==> src/rtl/uart_boot_sequencer.sv <==
// uart_boot_sequencer: holds the CPU in reset while a framed image arrives
// over the UART byte stream and is written word-by-word into on-chip RAM.
// After a good checksum it releases the CPU and passes the memory bus through.
module uart_boot_sequencer #(
  parameter logic [31:0] RAM_BASE       = 32'h0001_0000,
  parameter logic [31:0] RAM_BYTES      = 32'd65536,
  parameter logic [31:0] MAGIC          = 32'h544F_4F42,
  parameter logic [31:0] TIMEOUT_CYCLES = 32'd1_000_000
) (
  input  logic        clock,
  input  logic        reset_n,
  input  logic        boot_mode,
  input  logic        rx_valid,
  input  logic [7:0]  rx_data,
  output logic        rx_ready,
  input  logic        cpu_mem_valid,
  input  logic [31:0] cpu_mem_addr,
  input  logic [31:0] cpu_mem_wdata,
  input  logic [3:0]  cpu_mem_wstrb,
  output logic        cpu_mem_ready,
  output logic [31:0] cpu_mem_rdata,
  output logic        mem_valid,
  output logic [31:0] mem_addr,
  output logic [31:0] mem_wdata,
  output logic [3:0]  mem_wstrb,
  input  logic        mem_ready,
  input  logic [31:0] mem_rdata,
  output logic        cpu_reset_n,
  output logic        status_busy,
  output logic        status_done,
  output logic [1:0]  err_code
);

  typedef enum logic [3:0] {
    S_INIT      = 4'd0,
    S_HDR_MAGIC = 4'd1,
    S_HDR_ADDR  = 4'd2,
    S_HDR_LEN   = 4'd3,
    S_CHECK     = 4'd4,
    S_PAYLOAD   = 4'd5,
    S_WRITE     = 4'd6,
    S_CSUM      = 4'd7,
    S_DONE      = 4'd8
  } state_t;

  localparam logic [1:0]  ERR_NONE  = 2'd0;
  localparam logic [1:0]  ERR_RANGE = 2'd1;
  localparam logic [1:0]  ERR_TMO   = 2'd2;
  localparam logic [1:0]  ERR_CSUM  = 2'd3;
  // One past the last legal byte, kept 33 bits wide so the end check cannot wrap.
  localparam logic [32:0] RAM_END   = {1'b0, RAM_BASE} + {1'b0, RAM_BYTES};

  state_t      state_r, state_s;
  logic [1:0]  cnt_r, cnt_s;        // byte index within the current 4-byte field
  logic [31:0] word_r, word_s;      // little-endian assembly register
  logic [31:0] wptr_r, wptr_s;      // load address, then write pointer
  logic [31:0] remain_r, remain_s;  // length, then bytes still to write
  logic [7:0]  csum_r, csum_s;
  logic [31:0] idle_r, idle_s;
  logic [1:0]  err_r, err_s;
  logic        cpu_rst_n_r, cpu_rst_n_s;
  logic        byte_take_s;
  logic        idle_run_s;
  logic [31:0] word_shift_s;

  // Expected magic byte for position idx (byte 0 = bits 7:0).
  function automatic logic [7:0] magic_byte(input logic [1:0] idx);
    return MAGIC[{idx, 3'b000} +: 8];
  endfunction

  // Header legality: word alignment, non-empty, fully inside the RAM window.
  function automatic logic hdr_legal(input logic [31:0] addr, input logic [31:0] len);
    logic [32:0] end_v;
    end_v = {1'b0, addr} + {1'b0, len};
    return (addr[1:0] == 2'b00) && (len[1:0] == 2'b00) && (len != 32'd0) &&
           (addr >= RAM_BASE) && (end_v <= RAM_END);
  endfunction

  // State and datapath registers, synchronous active-low reset.
  always_ff @(posedge clock) begin
    if (!reset_n) begin
      state_r     <= S_INIT;
      cnt_r       <= 2'd0;
      word_r      <= 32'd0;
      wptr_r      <= 32'd0;
      remain_r    <= 32'd0;
      csum_r      <= 8'd0;
      idle_r      <= 32'd0;
      err_r       <= ERR_NONE;
      cpu_rst_n_r <= 1'b0;
    end else begin
      state_r     <= state_s;
      cnt_r       <= cnt_s;
      word_r      <= word_s;
      wptr_r      <= wptr_s;
      remain_r    <= remain_s;
      csum_r      <= csum_s;
      idle_r      <= idle_s;
      err_r       <= err_s;
      cpu_rst_n_r <= cpu_rst_n_s;
    end
  end

  // Next-state and datapath update, including the inter-byte timeout.
  always_comb begin
    state_s      = state_r;
    cnt_s        = cnt_r;
    word_s       = word_r;
    wptr_s       = wptr_r;
    remain_s     = remain_r;
    csum_s       = csum_r;
    idle_s       = idle_r;
    err_s        = err_r;
    cpu_rst_n_s  = cpu_rst_n_r;
    byte_take_s  = rx_valid && rx_ready;
    word_shift_s = {rx_data, word_r[31:8]};
    idle_run_s   = 1'b0;

    case (state_r)
      S_INIT: begin
        if (boot_mode) begin
          state_s = S_HDR_MAGIC;
        end else begin
          state_s     = S_DONE;
          cpu_rst_n_s = 1'b1;
        end
      end
      S_HDR_MAGIC: begin
        idle_run_s = (cnt_r != 2'd0);
        if (byte_take_s) begin
          if (rx_data == magic_byte(cnt_r)) begin
            if (cnt_r == 2'd3) begin
              state_s = S_HDR_ADDR;
              cnt_s   = 2'd0;
            end else begin
              cnt_s = cnt_r + 2'd1;
            end
          end else if (rx_data == MAGIC[7:0]) begin
            cnt_s = 2'd1;  // mismatching byte may itself start a new magic
          end else begin
            cnt_s = 2'd0;
          end
        end else begin
          cnt_s = cnt_r;
        end
      end
      S_HDR_ADDR, S_HDR_LEN, S_PAYLOAD: begin
        idle_run_s = 1'b1;
        if (byte_take_s) begin
          word_s = word_shift_s;
          cnt_s  = cnt_r + 2'd1;
          if (state_r == S_PAYLOAD) begin
            csum_s = csum_r ^ rx_data;
          end else begin
            csum_s = csum_r;
          end
          if (cnt_r == 2'd3) begin
            case (state_r)
              S_HDR_ADDR: begin
                wptr_s  = word_shift_s;
                state_s = S_HDR_LEN;
              end
              S_HDR_LEN: begin
                remain_s = word_shift_s;
                state_s  = S_CHECK;
              end
              default: state_s = S_WRITE;
            endcase
          end else begin
            state_s = state_r;
          end
        end else begin
          word_s = word_r;
        end
      end
      S_CHECK: begin
        cnt_s = 2'd0;
        if (hdr_legal(wptr_r, remain_r)) begin
          state_s = S_PAYLOAD;
          csum_s  = 8'd0;
        end else begin
          state_s = S_HDR_MAGIC;
          err_s   = ERR_RANGE;
        end
      end
      S_WRITE: begin
        if (mem_ready) begin
          wptr_s   = wptr_r + 32'd4;
          remain_s = remain_r - 32'd4;
          if (remain_r == 32'd4) begin
            state_s = S_CSUM;
          end else begin
            state_s = S_PAYLOAD;
          end
        end else begin
          state_s = S_WRITE;
        end
      end
      S_CSUM: begin
        idle_run_s = 1'b1;
        if (byte_take_s) begin
          if (rx_data == csum_r) begin
            state_s     = S_DONE;
            cpu_rst_n_s = 1'b1;
            err_s       = ERR_NONE;
          end else begin
            state_s = S_HDR_MAGIC;
            cnt_s   = 2'd0;
            err_s   = ERR_CSUM;
          end
        end else begin
          state_s = S_CSUM;
        end
      end
      S_DONE: begin
        state_s = S_DONE;
      end
      default: begin
        state_s = S_INIT;
      end
    endcase

    // A byte arriving on the expiry cycle wins over the timeout.
    if (idle_run_s) begin
      if (byte_take_s) begin
        idle_s = 32'd0;
      end else if (idle_r >= (TIMEOUT_CYCLES - 32'd1)) begin
        idle_s  = 32'd0;
        err_s   = ERR_TMO;
        state_s = S_HDR_MAGIC;
        cnt_s   = 2'd0;
      end else begin
        idle_s = idle_r + 32'd1;
      end
    end else begin
      idle_s = 32'd0;
    end
  end

  // Outputs: byte handshake, status, and memory bus ownership mux.
  always_comb begin
    cpu_reset_n = cpu_rst_n_r;
    status_done = cpu_rst_n_r;
    err_code    = err_r;

    case (state_r)
      S_HDR_MAGIC, S_HDR_ADDR, S_HDR_LEN, S_PAYLOAD, S_CSUM: rx_ready = 1'b1;
      default: rx_ready = 1'b0;
    endcase

    case (state_r)
      S_HDR_MAGIC: status_busy = (cnt_r != 2'd0);
      S_HDR_ADDR, S_HDR_LEN, S_CHECK, S_PAYLOAD, S_WRITE, S_CSUM: status_busy = 1'b1;
      default: status_busy = 1'b0;
    endcase

    if (state_r == S_DONE) begin
      mem_valid     = cpu_mem_valid;
      mem_addr      = cpu_mem_addr;
      mem_wdata     = cpu_mem_wdata;
      mem_wstrb     = cpu_mem_wstrb;
      cpu_mem_ready = mem_ready;
      cpu_mem_rdata = mem_rdata;
    end else if (state_r == S_WRITE) begin
      mem_valid     = 1'b1;
      mem_addr      = wptr_r;
      mem_wdata     = word_r;
      mem_wstrb     = 4'hF;
      cpu_mem_ready = 1'b0;
      cpu_mem_rdata = 32'd0;
    end else begin
      mem_valid     = 1'b0;
      mem_addr      = 32'd0;
      mem_wdata     = 32'd0;
      mem_wstrb     = 4'h0;
      cpu_mem_ready = 1'b0;
      cpu_mem_rdata = 32'd0;
    end
  end

endmodule

==> config.mk <==
export PLATFORM = sky130hd
export DESIGN_NAME = uart_boot_sequencer
export DESIGN_NICKNAME = d
export VERILOG_FILES = /design/src/rtl/uart_boot_sequencer.sv
export SDC_FILE = /design/constraint.sdc
export NUM_CORES = 1
export LEC_CHECK = 0
export ABC_AREA = 1
export BUFFER_PORTS_ARGS = -buffer_cell sky130_fd_sc_hd__buf_2
export CAP_MARGIN = 20
export CORE_MARGIN = 2
export CORE_UTILIZATION = 35
export DETAILED_ROUTE_END_ITERATION = 8
export GPL_ROUTABILITY_DRIVEN = 0
export SYNTH_ARGS = -nofsm -noshare
export SYNTH_HDL_FRONTEND = slang
export SYNTH_SLANG_ARGS = --single-unit
==> constraint.sdc <==
create_clock -name clock -period 6.89 [get_ports clock]
set_input_delay 1.7225 -clock clock [delete_from_list [all_inputs] [get_ports clock]]
set_output_delay 1.7225 -clock clock [all_outputs]
set_load 0.01 [all_outputs]
======== Word-level counts from Yosys, hierarchy flattened ========
Cells that the tools add are included.
word-level totals
  flip-flop bits (word level) ............. 145
  word-level logic and storage cells ...... 132
  input port bits ......................... 114
  output and inout bits ................... 108
operators by class
  eq/ne operators ......................... 23
  order comparisons ....................... 3
  reduce and logical (&&, ||, !) cells .... 23
  add/sub/neg operators ................... 5
  bitwise logic cells ..................... 3
  multiplexer cells ....................... 65
  shifts and indexed selects .............. 1
operators by type and width
  kind                     number
  $mux 32                  13
  $pmux 32 s2              2
  $mux 4                   14
  $add 32x32->33           1
  $le 33x18->1 const B     1
  $add 32x1->32 const B    1
  $add 32x3->32 const B    1
  $eq 32x3->1 const B      1
  $ge 32x17->1 const B     1
  $ge 32x20->1 const B     1
  $mux 2                   16
  $reduce_bool 32->1       1
  $shiftx 32x6->8 const A  1
  $sub 32x3->32 const B    1
  $pmux 4 s7               1
  $mux 8                   3
  $ne 2x2->1 const B       10
  $eq 4x3->1 const B       4
  $eq 8x8->1               2
  $pmux 8 s2               1
  $reduce_and 5->1         2
  $eq 4x2->1 const B       2
  $eq 8x7->1 const B       1
  $mux 1                   8
  other kinds (21)         34

======== Longest topological paths before layout ========
Gate-level depths: netlist of the first run.
  word-level depth ........................ 10
  mapped depth ............................ 23

======== Least setup slack after synthesis of the first run ========
No wires, ideal clock.
  path type ............................... in2out
  start point ............................. input port cpu_mem_addr[6]
  end point ............................... output port mem_addr[6]
  cell stages on the path ................. 1
  path buffers ............................ 0
  required time ........................... 5168 ps
  data arrival time ....................... 1990 ps
  setup slack ............................. 3177 ps
  cell sequence ........................... a32o_1
on the way
  cells in the longest elaborated chain, start to end .. 1
ends and longest elaborated chain
  item         RTL line  source
  from (decl)  17        input logic [31:0] cpu_mem_addr,
  $mux 32      257       if (state_r == S_DONE) begin
  to (decl)    23        output logic [31:0] mem_addr,
Every way passes these cells.

======== Worst setup path in the final report of the first run ========
  start point ............................. register state_r[3]
  end point ............................... output port mem_addr[16]
on the way
  cells in the longest elaborated chain, start to end .. 3
  elaborated cells on any way between the ends .. 4
  classes of those cells .................. 2 x eq/ne; 2 x mux
ends and longest elaborated chain
  item                    RTL line  source
  from (decl)             53        state_t state_r, state_s;
  from (signal assigned)  92        state_r <= state_s;
  $eq 4x3->1              264       end else if (state_r == S_WRITE) begin
  $mux 32                 264
  $mux 32 *               257
Mark *: on every way between the ends. The rest lies on a longest branch, timed or not.

==> metrics.csv, run 1 <==
stage,metric,value,unit
outcome,status,"complete, no violations",
route,drt drc,0,
route,Routed Antenna Nets,0,
route,Via density,5.06,
synthesis,Synth area leaders,"dfxtp_1 (27%), nand2_1 (15%), inv_1 (10%)",
cts,"Reg clk slew, reported paths",70,ps
setup_path,R2R cell count,22,
synthesis,Post-synth EDFFs,0,
die,Ports,222,
power,Seq pwr share,0.433,
setup_path,CP max stage cell,buf_4,
cts,worst skew pair latency,440,ps
sta,Max Slew Vio Count,0,
global_routing,GR Overflow Total,0,
cts,CTS resizes,0,
sta,final setup TNS,0,ps
sta,RSZ-0062 raised after global routing,no,
setup_path,Crit Reg-Reg Startpoint,wptr_r[0]$_SDFFE_PN0P_,
placed_design,port bufs,221,
min_path,worst hold-check path type,reg -> reg,
route,Detailed Route WL,36.3,mm
setup_path,Setup crit start kind,flop,
setup_path,critical path class,reg -> out,
power,Comb pwr share,0.094,
die,Initial Utilization,0.357,
sta,Final Critical Period,4440,ps
cts,H-Tree Depth,4,
cells_and_area,Area Overhead vs Synth,18.3,%
cells_and_area,most frequent cells in the layout,"nand2_1 (435), inv_1 (291), buf_2 (221)",
global_routing,vias in the first global route,11400,
synthesis,top_reg_cell synth,dfxtp_1,
synthesis,"Distinct cells, synth",51,
cts,Inserted Clock Buffers,17,
synthesis,Cells after Synth,1819,
placed_design,pre-CTS setup slack,2900,ps
cells_and_area,share of cells above drive strength 1,0.141,
sta,fmax,0.225,GHz
setup_path,RR Endpoint,csum_r[2]$_SDFFE_PN0P_,
die,Std-Cell Rows,64,
cts,CTS tree,done,
min_path,worst hold path startpoint,idle_r[0]$_SDFF_PP0_,
setup_path,R2R Setup Slk,3310,ps
die,die area,32700,sq um
power,P_int,1430,uW
sta,Relative slew margins,0.354,
placed_design,Detailed Place HPWL,28.0,mm
cts,"Setup Fix Bufs, Post-CTS",0,
cts,clock sink total,145,
min_path,hold path depth,1,
setup_path,CP arrival,2710,ps
synthesis,Mean Syn Cell Area,6.01,sq um
cells_and_area,fillcell total,3318,
setup_path,"Cell Chain, Critical Path","nor2_1, inv_1, nor2_4, inv_2, buf_4, nor2_1, inv_1, nand2_1, buf_2",
synthesis,synth warn,0,
route,Initial DRT Pass Iterations,5,
sta,final hold violation count,0,
sta,Final period util,0.644,
min_path,Worst Hold Endpoint,idle_r[0]$_SDFF_PP0_,
power,Max IR drop VDD,0.000134,V
run,Max Cap Viol,0,
power,Static Leak,0.00625,uW
route,Vias,12300,
sta,Worst Tran Pin Value,966,ps
global_routing,antenna violations before repair,0,
global_routing,first-pass GRT wire length,57.8,mm
cells_and_area,diode count,0,
synthesis,"Seq/Total Area, Yosys",0.265,
power,Power per Cell Area,151,nW/um^2
cts,clk buf depth,2,
cells_and_area,final net count,2170,
cells_and_area,"most common cell after layout, fill and taps aside",nand2_1,
power,Net Sw Power,530,uW
power,clock share of power,0.473,
synthesis,Yosys top cell area share,0.265,
cts,Root Buffer,clkbuf_16,
die,core area,30700,sq um
sta,Min Hold Slack,449,ps
cts,cts-stage hold buffer count,0,
synthesis,"Async S/R FF share, synth",0,
setup_path,crit-path max cell delay,610,ps
die,Vert. Die Dim,181,um
power,sw frac,0.271,
die,Die W,181,um
sta,final setup margin,2450,ps
setup_path,crit-path max FO,71,
sta,# setup viols final,0,
global_routing,largest net degree at the start of global routing,93,
synthesis,cell taking the most area after synthesis,dfxtp_1,
setup_path,Worst EP required,5170,ps
route,1st-iter DRT viols,859,
setup_path,crit path capture type,output pin,
synthesis,synthesized flop and latch total,145,
route,WL/cell,15.0,um
global_routing,All-Layer GR Usage,0.215,
synthesis,Netlist Area Pre-Place,10900,sq um
sta,Worst Skew,23.5,ps
cell type report:
type / instances / area (sq um) / area share
clock inverter: 14 / 144 / 0.0111
clock buffer: 18 / 429 / 0.0332
timing repair buffer: 228 / 1180 / 0.0910
inverter: 296 / 1120 / 0.0868
tap: 396 / 495 / 0.0383
sequential: 145 / 2900 / 0.224
multi-input combinational: 1325 / 6670 / 0.515
flip-flops by register name, indices dropped and copies added, names as in the netlist:
| signal | flops |
|---|---|
| idle_r | 32 |
| remain_r | 32 |
| word_r | 32 |
| wptr_r | 32 |
| csum_r | 8 |
| state_r | 4 |
| cnt_r | 2 |
| err_code | 2 |
| cpu_reset_n | 1 |
metal layers:
| layer | part of all wire | vias up | track usage | wire length, um |
|---|---|---|---|---|
| met5 | 0 | - | 0 | 0 |
| met2 | 0.45 | 422 | 0.347 | 16400 |
| met4 | 0.025 | 0 | 0.0742 | 917 |
| li1 | - | 6276 | - | - |
| met3 | 0.054 | 58 | 0.0256 | 1950 |
| met1 | 0.47 | 5506 | 0.296 | 17000 |
power groups by stage:
stage | clock network [uW] | logic [uW] | registers [uW]
6_report | 926 | 183 | 848
3_5_place_dp | 0 | 182 | 867
4_1_cts | 938 | 183 | 847
2_1_floorplan | 0 | 94.2 | 865
5_1_grt | 971 | 205 | 848
3_3_place_gp | 0 | 182 | 866
stage by stage:
stage / area [sq um] / power [uW] / utilization / instances
6_report: 12900 / 1960 / 0.422 / 2422
5_1_grt: 12900 / 2020 / 0.422 / 2422
4_1_cts: 12900 / 1970 / 0.421 / 2421
3_5_place_dp: 12300 / 1050 / 0.402 / 2389
3_3_place_gp: 12300 / 1050 / 0.402 / 2389
2_1_floorplan: 11000 / 959 / - / 1830
synth_stat cells, drive strengths merged, types with 7 or more instances:
| library cell | number |
|---|---|
| xnor2 | 12 |
| clkbuf | 46 |
| a21oi | 131 |
| xor2 | 24 |
| dfxtp | 145 |
| nor4 | 8 |
| nand3 | 76 |
| ha | 42 |
| nand2 | 437 |
| nand4 | 29 |
| o21ai | 186 |
| inv | 293 |
| nor3 | 34 |
| o31ai | 7 |
| a211oi | 10 |
| a31oi | 36 |
| nor2 | 209 |
| nor3b | 9 |
| buf | 18 |
| or2 | 9 |
| nand3b | 14 |
critical path, delay by kind of cell, from the launching register on:
kind                   cells  cell delay, ps
buffers and inverters      5            1380
and+or+nand+nor            4             380
DFF                        1             510
logic make-up after synthesis:
logic type / Yosys count / share of synthesized area
simple gates: 833 / 0.320
compound gates: 401 / 0.205
buf+inv: 360 / 0.130
flops: 145 / 0.265
fa+ha+maj: 43 / 0.0499
xor+xnor: 36 / 0.0288
other cells: 1 / 0.000343
worst max path at each step:
stage | startpoint | to | slack [ps] | cells past startpoint
floorplan | cpu_mem_addr[6] | mem_addr[6] | 3180 | 1
global placement | cpu_mem_addr[9] | mem_addr[9] | 2890 | 3
detailed placement | rx_valid | wptr_r[27]$_SDFFE_PN0P_ | 2900 | 10
CTS | state_r[3]$_SDFF_PN0_ | mem_addr[16] | 2500 | 9
global route | state_r[3]$_SDFF_PN0_ | mem_addr[16] | 2300 | 9
finish | state_r[3]$_SDFF_PN0_ | mem_addr[16] | 2450 | 9
Power figures use the tool's default switching activity.
==> run 2, diff against run 1 <==
clock period = 4.5 ns   (was 6.89 ns; I/O delays follow)
==> metrics.csv, run 2 (same netlist as run 1, synthesis figures left out) <==
stage,metric,value,unit,change
route,1st-iter DRT viols,946,,+10%
global_routing,vias in the first global route,11500,,+0.80%
die,Ports,222,,unchanged
die,Die W,181,um,unchanged
die,Initial Utilization,0.357,,unchanged
route,Routed Antenna Nets,0,,unchanged
cts,cts-stage hold buffer count,0,,unchanged
cts,CTS tree,done,,
cells_and_area,diode count,0,,unchanged
cells_and_area,multi-input combinational cell area,6670,sq um,unchanged
die,die area,32700,sq um,unchanged
cells_and_area,"most common cell after layout, fill and taps aside",nand2_1,,
power,Static Leak,0.00625,uW,+0.11%
route,Initial DRT Pass Iterations,8,,+3
sta,Worst Tran Pin Value,1010,ps,+42.7 ps
route,WL/cell,14.8,um,-1.1%
cells_and_area,most frequent cells in the layout,"nand2_1 (435), inv_1 (291), buf_2 (221)",,
placed_design,port bufs,221,,unchanged
cells_and_area,fillcell total,3233,,-2.6%
cts,CTS resizes,0,,unchanged
cts,"Reg clk slew, reported paths",60,ps,about the same
setup_path,Setup crit start kind,flop,,
min_path,worst hold-check path type,reg -> reg,,
setup_path,CP arrival,2910,ps,+200 ps
route,Via density,5.07,,+0.10%
cells_and_area,post-route cell area,13000,sq um,+0.13%
placed_design,Detailed Place HPWL,28.1,mm,+0.55%
cts,Inserted Clock Buffers,17,,unchanged
cells_and_area,register area,2900,sq um,unchanged
setup_path,Worst EP required,3380,ps,-1790 ps
cts,"Setup Fix Bufs, Post-CTS",0,,unchanged
sta,Final period util,0.897,,
outcome,status,"complete, no violations",,
route,Vias,12300,,+0.23%
route,Detailed Route WL,35.9,mm,-1.0%
die,Vert. Die Dim,181,um,unchanged
sta,RSZ-0062 raised after global routing,no,,
setup_path,critical path class,reg -> out,,
global_routing,first-pass GRT wire length,58.3,mm,+0.86%
sta,Relative slew margins,0.326,,-0.0276
die,Std-Cell Rows,64,,unchanged
cts,clock sink total,145,,unchanged
setup_path,crit-path max FO,33,,-54%
die,core area,30700,sq um,unchanged
sta,fmax,0.248,GHz,
global_routing,antenna violations before repair,0,,unchanged
global_routing,All-Layer GR Usage,0.216,,+0.000812
power,Max IR drop VDD,0.000242,V,+81%
route,drt drc,0,,unchanged
setup_path,R2R cell count,20,,-9.1%
cts,Root Buffer,clkbuf_16,,
min_path,hold path depth,1,,unchanged
cts,worst skew pair latency,420,ps,-20 ps
cells_and_area,Area Overhead vs Synth,18.5,%,
sta,final hold violation count,0,,unchanged
cells_and_area,share of cells above drive strength 1,0.143,,+0.00176
sta,# setup viols final,0,,unchanged
cts,H-Tree Depth,4,,unchanged
placed_design,area post-placement,12400,sq um,+0.35%
sta,Max Slew Vio Count,0,,unchanged
power,Power per Cell Area,231,nW/um^2,+53%
sta,final setup TNS,0,ps,unchanged
cts,clk buf depth,2,,unchanged
cells_and_area,final net count,2173,,+0.14%
run,Max Cap Viol,0,,unchanged
global_routing,GR Overflow Total,0,,unchanged
setup_path,crit path capture type,output pin,,
global_routing,largest net degree at the start of global routing,93,,unchanged
sta,Final Critical Period,4030,ps,
sta,Worst Skew,17.7,ps,-5.79 ps
[run 2: stage by stage]
stage	utilization	instances	hold slack, ps	worst slack (ps)	power, uW
2_1_floorplan	-	1830	418	1540	1470
5_1_grt	0.423	2425	470	125	3110
3_5_place_dp	0.404	2393	433	932	1610
4_1_cts	0.423	2425	448	468	3020
6_report	0.423	2425	443	466	3000
3_3_place_gp	0.404	2393	430	980	1600
[run 2: final cells by class]
type,instances,area share
flip-flops and latches,145,0.224
inverters,296,0.0867
clock buffers,17,0.0328
well taps,396,0.0382
multi-input cells,1325,0.515
clock inverters,15,0.0115
repair buffers,231,0.0921
[run 2: critical path, stage by stage (launching register included)]
cell	delay (ps)
dfxtp_1	360
nor2_1	160
inv_1	70
nor2_1	370
inv_1	180
nor2_4	380
inv_1	530
nor2_1	250
buf_2	170
[run 2: final timing paths]
check | start | to | slack, ps
setup / recovery | state_r[0]$_SDFF_PN0_ | cpu_mem_rdata[6] | 470
hold / removal | idle_r[0]$_SDFF_PP0_ | idle_r[0]$_SDFF_PP0_ | 440
setup reg to reg | wptr_r[0]$_SDFFE_PN0P_ | csum_r[6]$_SDFFE_PN0P_ | 1150
hold reg to reg | idle_r[0]$_SDFF_PP0_ | idle_r[0]$_SDFF_PP0_ | 440
[run 2: report_power, final]
part	switching [uW]	leakage, uW	total, uW	internal (uW)
Combinational	169	0.00481	281	112
Clock	638	0.000271	1420	778
Sequential	6.71	0.00117	1300	1290
[run 2: metal layers]
layer  routed length (um)  track usage  vias to the layer above
li1                     -            -                     6287
met1                17200        0.295                     5578
met2                16100        0.354                      385
met3                 1900       0.0345                       40
met4                  685       0.0552                        0
met5                    0            0                        -
==> run 3, diff against run 2 <==
PLACE_DENSITY = 0.52   (was unset)
==> metrics.csv, run 3 (same netlist as run 1, synthesis figures left out) <==
stage,metric,value,unit,change
outcome,status,"complete, no violations",,
cts,worst skew pair latency,430,ps,about the same
min_path,hold path depth,1,,unchanged
placed_design,Inst Count DP,2395,,+0.084%
route,Detailed Route WL,36.9,mm,+2.9%
cells_and_area,"most common cell after layout, fill and taps aside",nand2_1,,
min_path,worst hold-check path type,reg -> reg,,
setup_path,crit path capture type,output pin,,
setup_path,Crit path max-delay family,buffers and inverters,,
cts,Root Buffer,clkbuf_16,,
setup_path,crit-path max cell delay,500,ps,-30 ps
power,Static Leak,0.00626,uW,about the same
setup_path,Crit Reg-Reg Startpoint,wptr_r[6]$_SDFFE_PN0P_,,
setup_path,RR Endpoint,csum_r[3]$_SDFFE_PN0P_,,
setup_path,CP max stage cell,buf_4,,
cts,"Setup Fix Bufs, Post-CTS",0,,unchanged
global_routing,vias in the first global route,11300,,-1.5%
global_routing,largest net degree at the start of global routing,93,,unchanged
cells_and_area,filler-free cell count of the finished design,2427,,+0.082%
setup_path,Setup crit start kind,flop,,
sta,Final Critical Period,3870,ps,-161 ps
setup_path,CP arrival,2750,ps,-160 ps
sta,final setup TNS,0,ps,unchanged
setup_path,worst path bufs/invs,4,,unchanged
sta,final hold violation count,0,,unchanged
cts,clock sink total,145,,unchanged
cells_and_area,fin util,0.423,,about the same
setup_path,Critical Path Source,state_r[0]$_SDFF_PN0_,,
sta,RSZ-0062 raised after global routing,no,,
route,Vias,12100,,-1.5%
route,drt drc,0,,unchanged
power,Max IR drop VDD,0.000223,V,-7.9%
run,Max Cap Viol,0,,unchanged
sta,Worst Tran Pin Value,941,ps,-67.3 ps
route,Routed Antenna Nets,0,,unchanged
placed_design,Detailed Place HPWL,29.3,mm,+4.0%
route,Via density,4.99,,-1.6%
setup_path,critical path class,reg -> out,,
placed_design,port bufs,221,,unchanged
cells_and_area,Area Overhead vs Synth,18.5,%,about the same
setup_path,R2R cell count,19,,-5.0%
cts,cts-stage hold buffer count,0,,unchanged
setup_path,Worst EP required,3380,ps,about the same
setup_path,"Cell Chain, Critical Path","nor2_1, inv_1, nor2_1, inv_1, nor2_4, buf_4, nand2_1, o21ai_0, buf_2",,
sta,# setup viols final,0,,unchanged
die,Initial Utilization,0.357,,unchanged
sta,Min Hold Slack,448,ps,+5.24 ps
die,Ports,222,,unchanged
die,Std-Cell Rows,64,,unchanged
min_path,worst hold path startpoint,idle_r[0]$_SDFF_PP0_,,
sta,fmax,0.258,GHz,+4.2%
cts,CTS resizes,0,,unchanged
die,Vert. Die Dim,181,um,unchanged
sta,Max Slew Vio Count,0,,unchanged
sta,Final period util,0.861,,-0.0358
route,1st-iter DRT viols,921,,-2.6%
cts,Inserted Clock Buffers,17,,unchanged
sta,Worst Skew,13.2,ps,-4.51 ps
die,die area,32700,sq um,unchanged
cells_and_area,share of cells above drive strength 1,0.143,,+0.000352
global_routing,antenna violations before repair,0,,unchanged
cells_and_area,fillcell total,3338,,+3.2%
setup_path,R2R Setup Slk,1040,ps,-110 ps
global_routing,All-Layer GR Usage,0.225,,+0.00912
power,Power per Cell Area,231,nW/um^2,-0.15%
cells_and_area,most frequent cells in the layout,"nand2_1 (435), inv_1 (291), buf_2 (221)",,
cts,clk buf depth,2,,unchanged
cts,CTS tree,done,,
global_routing,first-pass GRT wire length,59.7,mm,+2.4%
setup_path,crit-path max FO,50,,+52%
cells_and_area,final net count,2175,,+0.092%
die,Die W,181,um,unchanged
cells_and_area,diode count,0,,unchanged
sta,Relative slew margins,0.370,,+0.0440
global_routing,GR Overflow Total,0,,unchanged
cts,H-Tree Depth,4,,unchanged
setup_path,Worst path depth,9,,+1
setup_path,worst setup path endpoint,mem_wdata[15],,
route,Initial DRT Pass Iterations,6,,-2
die,core area,30700,sq um,unchanged
route,WL/cell,15.2,um,+2.8%
cts,"Reg clk slew, reported paths",70,ps,about the same
-- run 3: changes by cell type in the layout (fill, tap and decap cells not counted), sizes merged --
cell	change
inv	+1
clkinv	-2
clkbuf	+1
buf	+2
-- run 3: area by class of cell --
class,count,area [sq um],area share
Clock inverter,14,144,0.0111
Timing Repair Buffer,233,1200,0.0923
Sequential cell,145,2900,0.224
Inverter,296,1120,0.0867
Tap cell,396,495,0.0382
Clock buffer,18,429,0.0331
Multi-Input combinational cell,1325,6670,0.515
-- run 3: how the worst min path moves through the flow --
| stage | endpoint |
|---|---|
| finish | idle_r[0]$_SDFF_PP0_ |
| detailed placement | idle_r[0]$_SDFF_PP0_ |
| global placement | idle_r[0]$_SDFF_PP0_ |
| CTS | idle_r[0]$_SDFF_PP0_ |
| floorplan | idle_r[0]$_SDFF_PP0_ |
| global route | idle_r[0]$_SDFF_PP0_ |
-- run 3: report_power, final --
group | switching (uW) | internal (uW)
clock | 634 | 779
sequential | 4.82 | 1290
combinational | 169 | 113
total | 808 | 2180
-- run 3: worst reg2reg max path, stage by stage (launching register included) --
cell and delay (ps):
dfxtp_1 550, ha_1 350, nand2_1 150, inv_1 70, a21oi_1 200, nand2_1 130, nand2_1 120, nand2_1 100
a21oi_1 140, nand2_1 70, nor2_1 120, nand3_1 80, nor2_1 100, nand2_1 50, nand2_1 100, nand3_1 230
nand2_1 530, nand3_1 140, nand2_1 90, nor2_1 50
-- run 3: metrics by stage --
step,cell area [sq um],power (uW),worst slack [ps]
floorplan,11000,1470,1540
global placement,12400,1610,1090
detailed placement,12400,1610,1040
CTS,13000,3020,621
global route,13000,3110,357
finish,13000,2990,627
-- run 3: per-layer routing --
metal	global-route usage	vias to the layer above	share of wire
li1	-	6304	-
met1	0.321	5468	0.49
met2	0.348	292	0.44
met3	0.0306	41	0.043
met4	0.0752	0	0.025
met5	0	-	0
